$ cat src/rtl/neo_frame_sequencer.sv
// rtl/neo_frame_sequencer.sv - frame scheduler feeding colour levels and send strobes to a NeoPixel strand controller
module neo_frame_sequencer #(
    parameter int         NUM_PIXELS   = 8,
    parameter int         FRAME_CYCLES = 2500000,
    parameter logic [7:0] LEVEL        = 8'h20
) (
    input  logic       clock,
    input  logic       reset,
    input  logic       enable,
    input  logic [1:0] mode,
    input  logic       ready_to_load,
    input  logic       ready_to_send,
    output logic [2:0] pixel_index,
    output logic [1:0] color_index,
    output logic [7:0] color_level,
    output logic       load_color,
    output logic       send_it,
    output logic       frame_done,
    output logic       busy
);

    localparam int              HOLD_W     = (FRAME_CYCLES > 1) ? $clog2(FRAME_CYCLES) : 1;
    localparam logic [2:0]      LAST_PIXEL = 3'(NUM_PIXELS - 1);
    localparam logic [HOLD_W-1:0] HOLD_LAST = HOLD_W'(FRAME_CYCLES - 1);

    typedef enum logic [2:0] {
        S_IDLE,
        S_LOAD,
        S_LOAD_GAP,
        S_SEND,
        S_HOLD
    } state_t;

    state_t            state;
    logic [1:0]        mode_q;
    logic [2:0]        head;
    logic [2:0]        pix;
    logic [1:0]        col;
    logic [HOLD_W-1:0] hold_cnt;

    logic [3:0]        rot_sum;
    logic [1:0]        rot_col;
    logic [7:0]        slot_level;

    // Pattern for the slot about to be loaded; mode_q is frozen for the whole frame.
    always_comb begin
        rot_sum    = {1'b0, pix} + {1'b0, head};
        rot_col    = 2'(rot_sum % 4'd3);
        slot_level = 8'h00;
        case (mode_q)
            2'd0: slot_level = LEVEL;
            2'd1: if (pix == head && col == 2'd1) slot_level = LEVEL;
            2'd2: if (col == rot_col) slot_level = LEVEL;
            default: slot_level = 8'h00;
        endcase
    end

    always_ff @(posedge clock or negedge reset) begin
        if (!reset) begin
            state       <= S_IDLE;
            mode_q      <= 2'd0;
            head        <= 3'd0;
            pix         <= 3'd0;
            col         <= 2'd0;
            hold_cnt    <= '0;
            pixel_index <= 3'd0;
            color_index <= 2'd0;
            color_level <= 8'h00;
            load_color  <= 1'b0;
            send_it     <= 1'b0;
            frame_done  <= 1'b0;
            busy        <= 1'b0;
        end else begin
            load_color <= 1'b0;
            send_it    <= 1'b0;
            frame_done <= 1'b0;
            case (state)
                S_IDLE: begin
                    if (enable) begin
                        mode_q <= mode;
                        pix    <= 3'd0;
                        col    <= 2'd0;
                        busy   <= 1'b1;
                        state  <= S_LOAD;
                    end
                end
                S_LOAD: begin
                    if (ready_to_load) begin
                        load_color  <= 1'b1;
                        pixel_index <= pix;
                        color_index <= col;
                        color_level <= slot_level;
                        state       <= S_LOAD_GAP;
                    end
                end
                S_LOAD_GAP: begin
                    if (col == 2'd2) begin
                        col <= 2'd0;
                        pix <= pix + 3'd1;
                        state <= (pix == LAST_PIXEL) ? S_SEND : S_LOAD;
                    end else begin
                        col   <= col + 2'd1;
                        state <= S_LOAD;
                    end
                end
                S_SEND: begin
                    if (ready_to_send) begin
                        send_it  <= 1'b1;
                        hold_cnt <= '0;
                        state    <= S_HOLD;
                    end
                end
                S_HOLD: begin
                    if (hold_cnt == HOLD_LAST) begin
                        frame_done <= 1'b1;
                        hold_cnt   <= '0;
                        if (mode_q == 2'd1 || mode_q == 2'd2)
                            head <= (head == LAST_PIXEL) ? 3'd0 : head + 3'd1;
                        // Frame boundary: the only point where a new mode is picked up.
                        if (enable) begin
                            mode_q <= mode;
                            pix    <= 3'd0;
                            col    <= 2'd0;
                            state  <= S_LOAD;
                        end else begin
                            busy  <= 1'b0;
                            state <= S_IDLE;
                        end
                    end else begin
                        hold_cnt <= hold_cnt + 1'b1;
                    end
                end
                default: begin
                    busy  <= 1'b0;
                    state <= S_IDLE;
                end
            endcase
        end
    end

endmodule

$ cat config.mk
export PLATFORM = sky130hd
export DESIGN_NAME = neo_frame_sequencer
export DESIGN_NICKNAME = d
export VERILOG_FILES = /design/src/rtl/neo_frame_sequencer.sv
export SDC_FILE = /design/constraint.sdc
export NUM_CORES = 1
export LEC_CHECK = 0
export ABC_AREA = 1
export BUFFER_PORTS_ARGS = -buffer_cell sky130_fd_sc_hd__buf_2
export CORE_UTILIZATION = 54
export DETAILED_ROUTE_END_ITERATION = 8
export GPL_TIMING_DRIVEN = 0
export HOLD_SLACK_MARGIN = 0.05
export PLACE_DENSITY_LB_ADDON = 0.1
export SLEW_MARGIN = 25
export SYNTH_ARGS = -nofsm -noshare
export SYNTH_HDL_FRONTEND = slang
export SYNTH_SLANG_ARGS = --single-unit
$ cat constraint.sdc
create_clock -name clock -period 2.45 [get_ports clock]
set_clock_uncertainty 0.05 [all_clocks]
set_input_delay 0 -clock clock [delete_from_list [all_inputs] [get_ports clock]]
set_output_delay 0 -clock clock [all_outputs]
set_load 0.03 [all_outputs]
==> flow_metrics.env, run 1 <==
export IMPL_dpl_cell_area_mm2=0.00301
export IMPL_core_area_mm2=0.00485
export IMPL_netlist_area_mm2=0.00279
export IMPL_power_leakage_uw=0.00169
export IMPL_worst_ir_drop_vdd_uv=413
export IMPL_detail_route_vias_per_cell=5.26
export IMPL_die_h_um=73.8
export IMPL_arrival_ns=2.92
export IMPL_path_max_fanout=5
export IMPL_final_util_pct=68.0
export IMPL_crit_path_top_delay_cell="dfrtp_2"
export IMPL_dp_cells=439
export IMPL_die_area_mm2=0.00545
export IMPL_synth_flop_cell="dfrtp_1"
export IMPL_hpwl_mm=4.18
export IMPL_n_antenna_cell=0
export IMPL_hold_slack_ns=0.0757
export IMPL_status="complete, but fails checks"
export IMPL_grt_max_degree=46
export IMPL_die_width_um=73.8
export IMPL_clk_pin_slew_worst_paths_ns=0.09
export IMPL_relSlewSlack_pct=62.0
export IMPL_numCtsBuffers=5
export IMPL_maxCapViolCount=0
export IMPL_rows=25
export IMPL_required_ns=2.64
export IMPL_critical_path_buf_inv_count=5
export IMPL_instances_no_fill=462
export IMPL_powerDensity_mw_per_mm2=921
export IMPL_wl_met1_mm=2.52
export IMPL_io_pin_count=24
export IMPL_via_count=2428
export IMPL_final_antenna_net_count=0
export IMPL_wl_met2_mm=3.44
export IMPL_p_total_uw=3040
export IMPL_initial_core_util_pct=57.5
export IMPL_hold_path_class="in -> reg"
export IMPL_fmax_mhz=367
export IMPL_wl_mm=6.23
export IMPL_finalHoldViolCount=0
export IMPL_drt_iter0_markers=106
export IMPL_min_period_ns=2.72
export IMPL_antenna_found_initial=0
export IMPL_gp_congestion=0.793
export IMPL_tightest_slew_ns=0.570
export IMPL_grt_total_usage_pct=23.9
export IMPL_setup_ws_ns=-0.273
export IMPL_highest_layer="met4"
export IMPL_period_share_pct=111
export IMPL_async_flop_share_pct=100
export IMPL_layout_nets=417
export IMPL_critPathTopFamily="simple AND/OR/NAND/NOR gates"
export IMPL_root_buffer="clkbuf_8"
export IMPL_cts_buffer_depth=2
export IMPL_grt_overflow_total=0
export IMPL_layout_drive_gt1_share_pct=24.1
export IMPL_cts_sinks=45
export IMPL_nFillCells=403
export IMPL_crit_chain="ha_4 > inv_2 > fa_2 > inv_2 > nand2_2 > nand2_2 > nand2_2 > inv_2 > ha_4 > inv_2 > ha_4 > or2_4 > nand2_4 > ha_4 > inv_4 > nand3_2 > nand2_1 > nor2_1 > nand3_1 > nand2_1 > nand2_1 > nand2_1"
export IMPL_grt_pass1_wl_mm=9.78
export IMPL_synth_cell_type_count=42
export IMPL_ys_seq_area_share_pct=40.4
export IMPL_area_growth_pct=18.4
export IMPL_failed_checks="setup timing"
export IMPL_rsz0062_at_grt="yes"
export IMPL_finalInstanceArea_mm2=0.00330
export IMPL_insertion_delay_ns=0.30
export IMPL_io_buffers=16
export IMPL_cts_htree_levels=2
export IMPL_ys_ff_latch=45
export IMPL_endpoint_kind="flop"
export IMPL_yosys_warnings=0
export IMPL_syn_inst=350
export IMPL_syn_area_per_cell_um2=7.96
export IMPL_maxSlewViolCount=0
export IMPL_cp_start_kind="flop"
export IMPL_wl_met3_um=192
export IMPL_grt_pass1_vias=2207
export IMPL_worstSetupPathType="reg -> reg"
export IMPL_dr_pass1_iters=4
export IMPL_synth_edf_count=0
export IMPL_setup_viol=1
export IMPL_cts_tree="done"
export IMPL_drc=0
export IMPL_critPathMaxStageDelay_ns=0.42
export IMPL_wire_per_inst_um=13.5
==> worst register-to-register path, stage by stage, from the launching register on <==
cell and delay [ns]:
dfrtp_2 0.42, ha_4 0.15, inv_2 0.04, fa_2 0.40, inv_2 0.07, nand2_2 0.06, nand2_2 0.09, nand2_2 0.08
inv_2 0.07, ha_4 0.12, inv_2 0.04, ha_4 0.16, or2_4 0.24, nand2_4 0.07, ha_4 0.13, inv_4 0.04
nand3_2 0.06, nand2_1 0.05, nor2_1 0.11, nand3_1 0.08, nand2_1 0.07, nand2_1 0.04, nand2_1 0.05
==> layout make-up <==
class | instances | area (µm²) | share of cell area, %
Timing Repair Buffer | 31 | 208 | 6.30
Sequential cell | 45 | 1130 | 34.2
Clock inverter | 3 | 22.5 | 0.683
Multi-Input combinational cell | 245 | 1500 | 45.6
Tap cell | 67 | 83.8 | 2.54
Inverter | 56 | 213 | 6.45
Clock buffer | 5 | 68.8 | 2.09
Buffer | 10 | 71.3 | 2.16
==> Yosys cell counts (all sizes together) (3+ instances only) <==
cell type  number  area share [%]
nand4           7             1.8
dfrtp          45              40
o21ai          33             5.9
inv            56             7.5
nor2           29             5.1
nand3          25             4.8
a21oi          11             2.0
nor3           10             3.0
ha             15             6.7
buf             8             2.3
xor2            3            0.94
nand2          82              12
o22ai           5             1.1
==> path summary, 6_finish.rpt <==
check                      slack, ns        endpoint  depth (start not counted)      startpoint
max                            -0.27  color_level[5]                         22          pix[0]
min                             0.08       mode_q[1]                          5          enable
max reg2reg                    -0.27  color_level[5]                         22          pix[0]
min reg2reg                     0.44  pixel_index[0]                          2  pixel_index[0]
max in group asynchronous       1.74          pix[0]                          2           reset
min in group asynchronous       0.20          col[0]                          2           reset
==> layer usage <==
metal / track usage [%] / vias up
met5: 0 / -
met4: 6.84 / 0
met3: 4.66 / 9
met2: 44.9 / 44
met1: 27.2 / 1160
li1: - / 1215
==> cell families (layout without fill, tap and decap cells) <==
kind of cell    after synthesis  after routing  synth area share (%)
xor+xnor                      4              4                  1.26
fa+ha+maj                    16             16                  7.45
compound gates               59             59                  11.8
other cells                   1              7                 0.135
flops                        45             45                  40.4
buf+inv                      66            105                  10.1
simple gates                159            159                  28.9
==> repair_timing <==
item / CTS / global route
hold buffers: 5 / 0
endpoints found under the setup margin: 1 / 1
setup buffers: 7 / 3
endpoints found under the hold margin: 51 / 0
gates resized for setup: 5 / 14
gates cloned: 0 / 0
pin swaps: 3 / 9
==> sequential cells by signal (all words and copies together), names as in the netlist <==
signal and cells:
pixel_index 3, send_it 1, head 3, load_color 1, color_level 1, pix 3, col 2, color_index 2
mode_q 2, hold_cnt 22, busy 1, state 3, frame_done 1
==> power breakdown <==
group	internal [µW]	switching (µW)
Clock	202	261
Combinational	492	873
Sequential	980	229
==> metrics by stage <==
step           setup WS [ns]  setup TNS [ns]
2_1_floorplan        -0.0946         -0.0946
3_3_place_gp          -0.275          -0.275
3_5_place_dp          -0.308          -0.308
4_1_cts               -0.172          -0.172
5_1_grt               -0.419          -0.419
6_report              -0.273          -0.273
==> layout by cell type (no fill, tap or decap), types with 2 or more instances in the layout <==
cell type      instances
nor2_2                 4
inv_2                 11
nand2_2               10
clkinv_4               2
nor3_2                 2
clkbuf_1               2
nor3_4                 2
ha_4                   5
nor2_1                23
nand3_1               20
a31oi_1                2
o22ai_1                5
buf_2                 15
buf_4                 18
clkbuf_8               5
nand4_1                6
nand3_2                5
nand2_4                3
dlygate4sd3_1          5
nor3_1                 6
o21ai_0               28
conb_1                 7
ha_1                  10
nand2_1               69
o21a_1                 2
o21ai_1                5
inv_1                 44
dfrtp_1               44
xor2_1                 3
a21oi_1               11
Power figures use the tool's default switching activity.
==> run 2, diff against run 1 <==
- ABC_AREA: 1 -> unset
==> run 2 against run 1 <==
Net effect: the flow still finishes with violations (setup timing); cell area increased by 1.9%; sequential cell count unchanged; synthesized cell count decreased by 12%; core utilization is 1.8 points lower; clock power increased by 46%; synthesized area increased by 1.9%; sequential share of layout area fell by 0.64 points; count of clock-buffer cells in the layout did not move; non-clock buffer count up 3; worst setup slack got worse by 0.34 ns; largest cell class unchanged.
==> flow_metrics.env, run 2 <==
export IMPL_antenna_found_initial=0
export IMPL_largest_reg_flops=22
export IMPL_die_area_mm2=0.00555
export IMPL_fmax_mhz=327
export IMPL_mostFrequentLayoutCells="dfrtp_1 (44), nand2_1 (31), nor2_1 (18), buf_2 (18)"
export IMPL_maxSlewViolCount=0
export IMPL_use_met1_pct=29.5
export IMPL_core_area_mm2=0.00507
export IMPL_drt_iter0_markers=121
export IMPL_worstSetupPathType="reg -> reg"
export IMPL_setup_ws_ns=-0.610
export IMPL_io_pin_count=24
export IMPL_final_util_pct=66.2
export IMPL_yosys_warnings=0
export IMPL_required_ns=2.57
export IMPL_endpoint="color_level[5]"
export IMPL_netlist_area_leader_share_pct=39.6
export IMPL_area_growth_pct=18.3
export IMPL_yosys_top_cells_count="dfrtp_1 (45), nand2_1 (32), nor2_1 (19), a21oi_1 (17), inv_1 (16)"
export IMPL_endpoint_kind="flop"
export IMPL_setup_viol=1
export IMPL_path_max_fanout=4
export IMPL_grt_use_met2_pct=44.1
export IMPL_numCtsBuffers=5
export IMPL_arrival_ns=3.18
export IMPL_worst_ir_drop_vdd_uv=494
export IMPL_synth_flop_cell="dfrtp_1"
export IMPL_instances_no_fill=419
export IMPL_min_period_ns=3.06
export IMPL_layout_drive_gt1_share_pct=21.5
export IMPL_io_buffers=16
export IMPL_rsz0062_at_grt="yes"
export IMPL_finalHoldViolCount=0
export IMPL_period_share_pct=125
export IMPL_initial_core_util_pct=56.0
export IMPL_wl_mm=6.30
export IMPL_dp_cells=400
export IMPL_tns_ns=-0.610
export IMPL_grt_max_degree=46
export IMPL_ys_ff_latch=45
export IMPL_synth_top_area_cell="dfrtp_1"
export IMPL_insertion_delay_ns=0.30
export IMPL_grt_use_met3_pct=4.07
export IMPL_r2r_end="color_level[5]"
export IMPL_root_buffer="clkbuf_8"
export IMPL_drc=0
export IMPL_detail_route_vias_per_cell=5.58
export IMPL_tightest_slew_ns=0.563
export IMPL_reg2reg_slack_ns=-0.61
export IMPL_seqCellArea_mm2=0.00113
export IMPL_synth_cell_type_count=57
export IMPL_die_width_um=74.5
export IMPL_via_count=2338
export IMPL_ys_seq_area_share_pct=39.6
export IMPL_final_antenna_net_count=0
export IMPL_powerDensity_mw_per_mm2=881
export IMPL_relSlewSlack_pct=62.5
export IMPL_grt_pass1_vias=2187
export IMPL_die_h_um=74.5
export IMPL_layout_nets=371
export IMPL_async_flop_share_pct=100
export IMPL_r2r_cells=16
export IMPL_setup_worst_path_start="pix[0]"
export IMPL_gp_congestion=0.900
export IMPL_hpwl_mm=4.40
export IMPL_nFillCells=433
export IMPL_syn_inst=308
export IMPL_multi_input_area_mm2=0.00166
export IMPL_wire_per_inst_um=15.0
export IMPL_grt_overflow_total=0
export IMPL_p_total_uw=2960
export IMPL_grt_pass1_wl_mm=10.2
export IMPL_cts_htree_levels=2
export IMPL_final_common_cell="dfrtp_1"
export IMPL_n_antenna_cell=0
export IMPL_rows=26
export IMPL_dr_pass1_iters=4
export IMPL_clk_pin_slew_worst_paths_ns=0.09
export IMPL_cts_buffer_depth=2
export IMPL_cts_tree="done"
export IMPL_failed_checks="setup timing"
export IMPL_r2r_start="pix[0]"
export IMPL_status="complete, but fails checks"
export IMPL_synth_most_common_cell="dfrtp_1"
export IMPL_grt_busiest_layer="met2"
export IMPL_synth_edf_count=0
export IMPL_synth_area_leaders="dfrtp_1 (40%), ha_1 (6.6%), nand2_1 (4.2%), a21oi_1 (3.0%), a22o_1 (2.8%)"
export IMPL_grt_total_usage_pct=24.3
export IMPL_power_leakage_uw=0.00156
export IMPL_maxCapViolCount=0
export IMPL_cp_start_kind="flop"
export IMPL_regMostFlops="hold_cnt"
export IMPL_netlist_area_mm2=0.00284
export IMPL_hold_path_class="in -> async"
export IMPL_cts_sinks=45
export IMPL_syn_area_per_cell_um2=9.22
==> run 2: cell count changes in the layout (fill, tap and decap cells not counted), moves of 5 or more <==
cell / previous run / this run
o21ai_0: 28 / 14
nand3_1: 20 / 15
o22ai_1: 5 / 0
nor2_1: 23 / 18
nor2b_1: 0 / 7
a22o_1: 1 / 9
inv_2: 11 / 2
or3_1: 0 / 5
a21o_1: 0 / 6
nand2_2: 10 / 1
inv_1: 44 / 14
nand2_1: 69 / 31
==> run 2: kinds of logic (layout without fill, tap and decap cells) <==
logic type | Yosys count | in the layout | share of synthesized area (%)
XOR/XNOR | 5 | 5 | 1.54
multiplexers | 10 | 10 | 3.79
adder cells (fa/ha/maj) | 16 | 16 | 7.31
buffers and inverters | 33 | 68 | 6.08
flip-flops | 45 | 45 | 39.6
AND/OR/NAND/NOR | 129 | 129 | 25.9
AO/OA/AOI/OAI | 69 | 69 | 15.6
other | 1 | 7 | 0.132
==> run 2: area by class of cell <==
type,instances,area share [%]
Inverter,16,1.79
Multi-Input combinational cell,236,49.3
Clock buffer,5,2.05
Buffer,17,3.35
Tap cell,70,2.61
Sequential cell,45,33.5
Clock inverter,3,2.05
Timing Repair Buffer,27,5.29
==> run 2: worst max-delay path, stage by stage (launching register included) <==
cell	delay, ns
dfrtp_2	0.41
ha_4	0.14
inv_2	0.03
fa_2	0.33
or2_4	0.24
a21oi_2	0.15
ha_2	0.18
inv_2	0.04
ha_4	0.16
nor2b_1	0.13
a21o_1	0.20
ha_4	0.18
nor2_4	0.12
nand2_2	0.07
o31ai_4	0.27
or2_4	0.16
a31oi_1	0.06
==> run 2: power breakdown <==
| group | switching [µW] | leakage (µW) | internal (µW) |
|---|---|---|---|
| Combinational | 659 | 0.000889 | 434 |
| Clock | 265 | 0.0000687 | 411 |
| Sequential | 245 | 0.000604 | 947 |
==> run 2: how the worst min path moves through the flow <==
stage,start,to,cells past startpoint
floorplan,reset,busy,0
global route,ready_to_load,color_level[5],4
finish,reset,pixel_index[1],2
CTS,ready_to_load,state[0],6
global placement,reset,pixel_index[1],1
detailed placement,reset,pixel_index[1],1
==> run 2: what timing repair did <==
item                                    4_1_cts  5_1_grt
endpoints found under the setup margin        1        4
buffers inserted                              5        1
hold buffers                                  5        0
resized for setup                             9       12
pin swaps                                     6        9
endpoints found under the hold margin        49        0
==> run 2: metal layers <==
layer / share of wire, % / routed length, µm
met5: 0 / 0
met4: 0.70 / 44
met3: 2.5 / 156
met2: 52 / 3290
met1: 45 / 2810
==> run 2: through the flow <==
stage                     hold WS [ns]  setup slack (ns)  cell area (µm²)
after detailed placement         0.174            -0.933             3040
after floorplan                 -0.346            -0.588             2870
final                            0.180            -0.610             3360
after global placement           0.181            -0.840             3040
after CTS                        0.134            -0.575             3300
after global routing             0.197            -0.691             3360
==> run 3, diff against run 2 <==
- BUFFER_PORTS_ARGS: -buffer_cell sky130_fd_sc_hd__buf_2 -> -buffer_cell sky130_fd_sc_hd__buf_4
==> run 3 against run 2 <==
Net effect: the flow still finishes with violations (setup timing); sequential cell count stayed put; power shrank 3.1%; sequential power about the same; largest power group unchanged; highest routed layer unchanged.
==> flow_metrics.env, run 3 (same netlist as run 2, synthesis figures left out) <==
export IMPL_cts_htree_levels=2
export IMPL_dp_cells=400
export IMPL_crit_path_top_delay_cell="dfrtp_1"
export IMPL_io_pin_count=24
export IMPL_drc=0
export IMPL_multi_input_area_mm2=0.00163
export IMPL_rows=26
export IMPL_die_area_mm2=0.00555
export IMPL_setup_viol=1
export IMPL_required_ns=2.57
export IMPL_core_area_mm2=0.00507
export IMPL_grt_pass1_wl_mm=10.1
export IMPL_dpl_cell_area_mm2=0.00308
export IMPL_cts_sinks=45
export IMPL_combinationalPowerShare_pct=38.6
export IMPL_path_max_fanout=4
export IMPL_tightest_slew_ns=0.563
export IMPL_insertion_delay_ns=0.30
export IMPL_swShare_pct=40.5
export IMPL_grt_max_degree=46
export IMPL_cts_buffer_depth=2
export IMPL_mostFrequentLayoutCells="dfrtp_1 (44), nand2_1 (31), buf_4 (28), nor2_1 (18), a21oi_1 (16)"
export IMPL_final_antenna_net_count=0
export IMPL_grt_pass1_vias=2174
export IMPL_die_width_um=74.5
export IMPL_initial_core_util_pct=56.0
export IMPL_detail_route_vias_per_cell=5.54
export IMPL_hold_path_class="in -> reg"
export IMPL_relSlewSlack_pct=62.5
export IMPL_antenna_found_initial=0
export IMPL_arrival_ns=3.20
export IMPL_regMostFlops="hold_cnt"
export IMPL_switchingPower_uw=1160
export IMPL_cp_start_kind="flop"
export IMPL_cts_tree="done"
export IMPL_root_buffer="clkbuf_8"
export IMPL_layout_nets=369
export IMPL_n_antenna_cell=0
export IMPL_period_share_pct=126
export IMPL_largest_reg_flops=22
export IMPL_clock_power_share_pct=19.7
export IMPL_layout_drive_gt1_share_pct=19.9
export IMPL_crit_chain="ha_2 > inv_2 > fa_2 > or2_4 > a21oi_2 > ha_2 > inv_2 > ha_4 > nor2b_1 > a21o_1 > ha_4 > nor2_4 > nand2_2 > o31ai_4 > or2_2 > a31oi_1"
export IMPL_dr_pass1_iters=5
export IMPL_wire_per_inst_um=14.6
export IMPL_drt_iter0_markers=138
export IMPL_io_buffers=16
export IMPL_instances_no_fill=417
export IMPL_gp_congestion=0.898
export IMPL_seqCellArea_mm2=0.00113
export IMPL_powerDensity_mw_per_mm2=861
export IMPL_final_common_cell="dfrtp_1"
export IMPL_finalHoldViolCount=0
export IMPL_die_h_um=74.5
export IMPL_worstSetupPathType="reg -> reg"
export IMPL_fmax_mhz=325
export IMPL_power_leakage_uw=0.00155
export IMPL_rsz0062_at_grt="yes"
export IMPL_maxSlewViolCount=0
export IMPL_critPathTopFamily="adder cells"
export IMPL_maxCapViolCount=0
export IMPL_finalInstanceArea_mm2=0.00333
export IMPL_r2r_end="color_level[5]"
export IMPL_setup_ws_ns=-0.628
export IMPL_grt_total_usage_pct=24.0
export IMPL_worst_ir_drop_vdd_uv=466
export IMPL_critPathMaxStageDelay_ns=0.41
export IMPL_numCtsBuffers=5
export IMPL_reg2reg_slack_ns=-0.63
export IMPL_critical_path_buf_inv_count=2
export IMPL_endpoint_kind="flop"
export IMPL_wl_mm=6.08
export IMPL_area_growth_pct=17.3
export IMPL_status="complete, but fails checks"
export IMPL_grt_overflow_total=0
export IMPL_seqPwrFrac_pct=41.7
export IMPL_r2r_start="head[0]"
export IMPL_hp_start="ready_to_load"
export IMPL_hpwl_mm=4.34
export IMPL_p_int_uw=1710
export IMPL_clk_pin_slew_worst_paths_ns=0.09
export IMPL_via_count=2311
export IMPL_whs_path_depth=6
export IMPL_r2r_cells=16
export IMPL_min_period_ns=3.08
export IMPL_failed_checks="setup timing"
export IMPL_nFillCells=426
export IMPL_min_to="state[0]"
## run 3: cell types whose count changed in the layout (fill, tap and decap cells not counted), sizes merged
cell      before  now
clkinv         0    1
clkinvlp       0    1
bufinv         2    1
inv           17   16
buf           35   33
## run 3: per-layer routing
layer / vias up / track usage [%] / share of wire (%)
met5: - / 0 / 0
met2: 33 / 42.7 / 51
li1: 1167 / - / -
met3: 9 / 4.74 / 2.8
met4: 0 / 7.13 / 1.8
met1: 1102 / 29.4 / 45
## run 3: timing repair
item,CTS,global route
hold buffers,5,0
gates resized for setup,9,6
buffers inserted,4,0
pin swaps,6,9
cloned,0,0
hold endpoints to repair,49,0
endpoints found under the setup margin,1,1
## run 3: worst max-delay path by stage
stage               cells after the start  slack, ns    start              to
finish                                 16      -0.63  head[0]  color_level[5]
global route                           13      -0.81   pix[1]  color_level[5]
CTS                                    16      -0.59  head[0]  color_level[5]
detailed placement                     16      -0.91   pix[0]  color_level[5]
global placement                       16      -0.84   pix[0]  color_level[5]
floorplan                              16      -0.59   pix[0]  color_level[5]
## run 3: power groups by stage
stage               logic, µW  clock network, µW  registers (µW)
CTS                      1120                589            1190
detailed placement       1080                  0            1210
global route             1250                618            1220
global placement         1050                  0            1200
floorplan                 720                  0            1230
finish                   1110                565            1200
## run 3: final cells by class
type	instances	area share, %
buffer	17	3.38
clock buffer	5	2.07
clock inverter	3	1.39
inverter	16	1.80
multi-input combinational	236	48.9
sequential	45	33.8
tap	70	2.63
timing repair buffer	25	6.01
## run 3: tightest hold or removal path: cells and delay by family
family | cells | cell delay [ns]
simple gates | 3 | 0.19
compound gates | 1 | 0.15
buf+inv | 1 | 0.08
mux | 1 | 0.05
## run 3: through the flow
stage | setup TNS, ns | hold WS, ns | worst slack, ns | util (%) | total power (µW)
2_1_floorplan | -0.588 | -0.346 | -0.588 | - | 1950
3_3_place_gp | -0.837 | -0.00917 | -0.837 | 60.7 | 2250
3_5_place_dp | -0.906 | -0.0115 | -0.906 | 60.7 | 2290
4_1_cts | -0.588 | 0.129 | -0.588 | 65.1 | 2900
5_1_grt | -0.810 | 0.226 | -0.810 | 65.7 | 3090
6_report | -0.628 | 0.155 | -0.628 | 65.7 | 2870
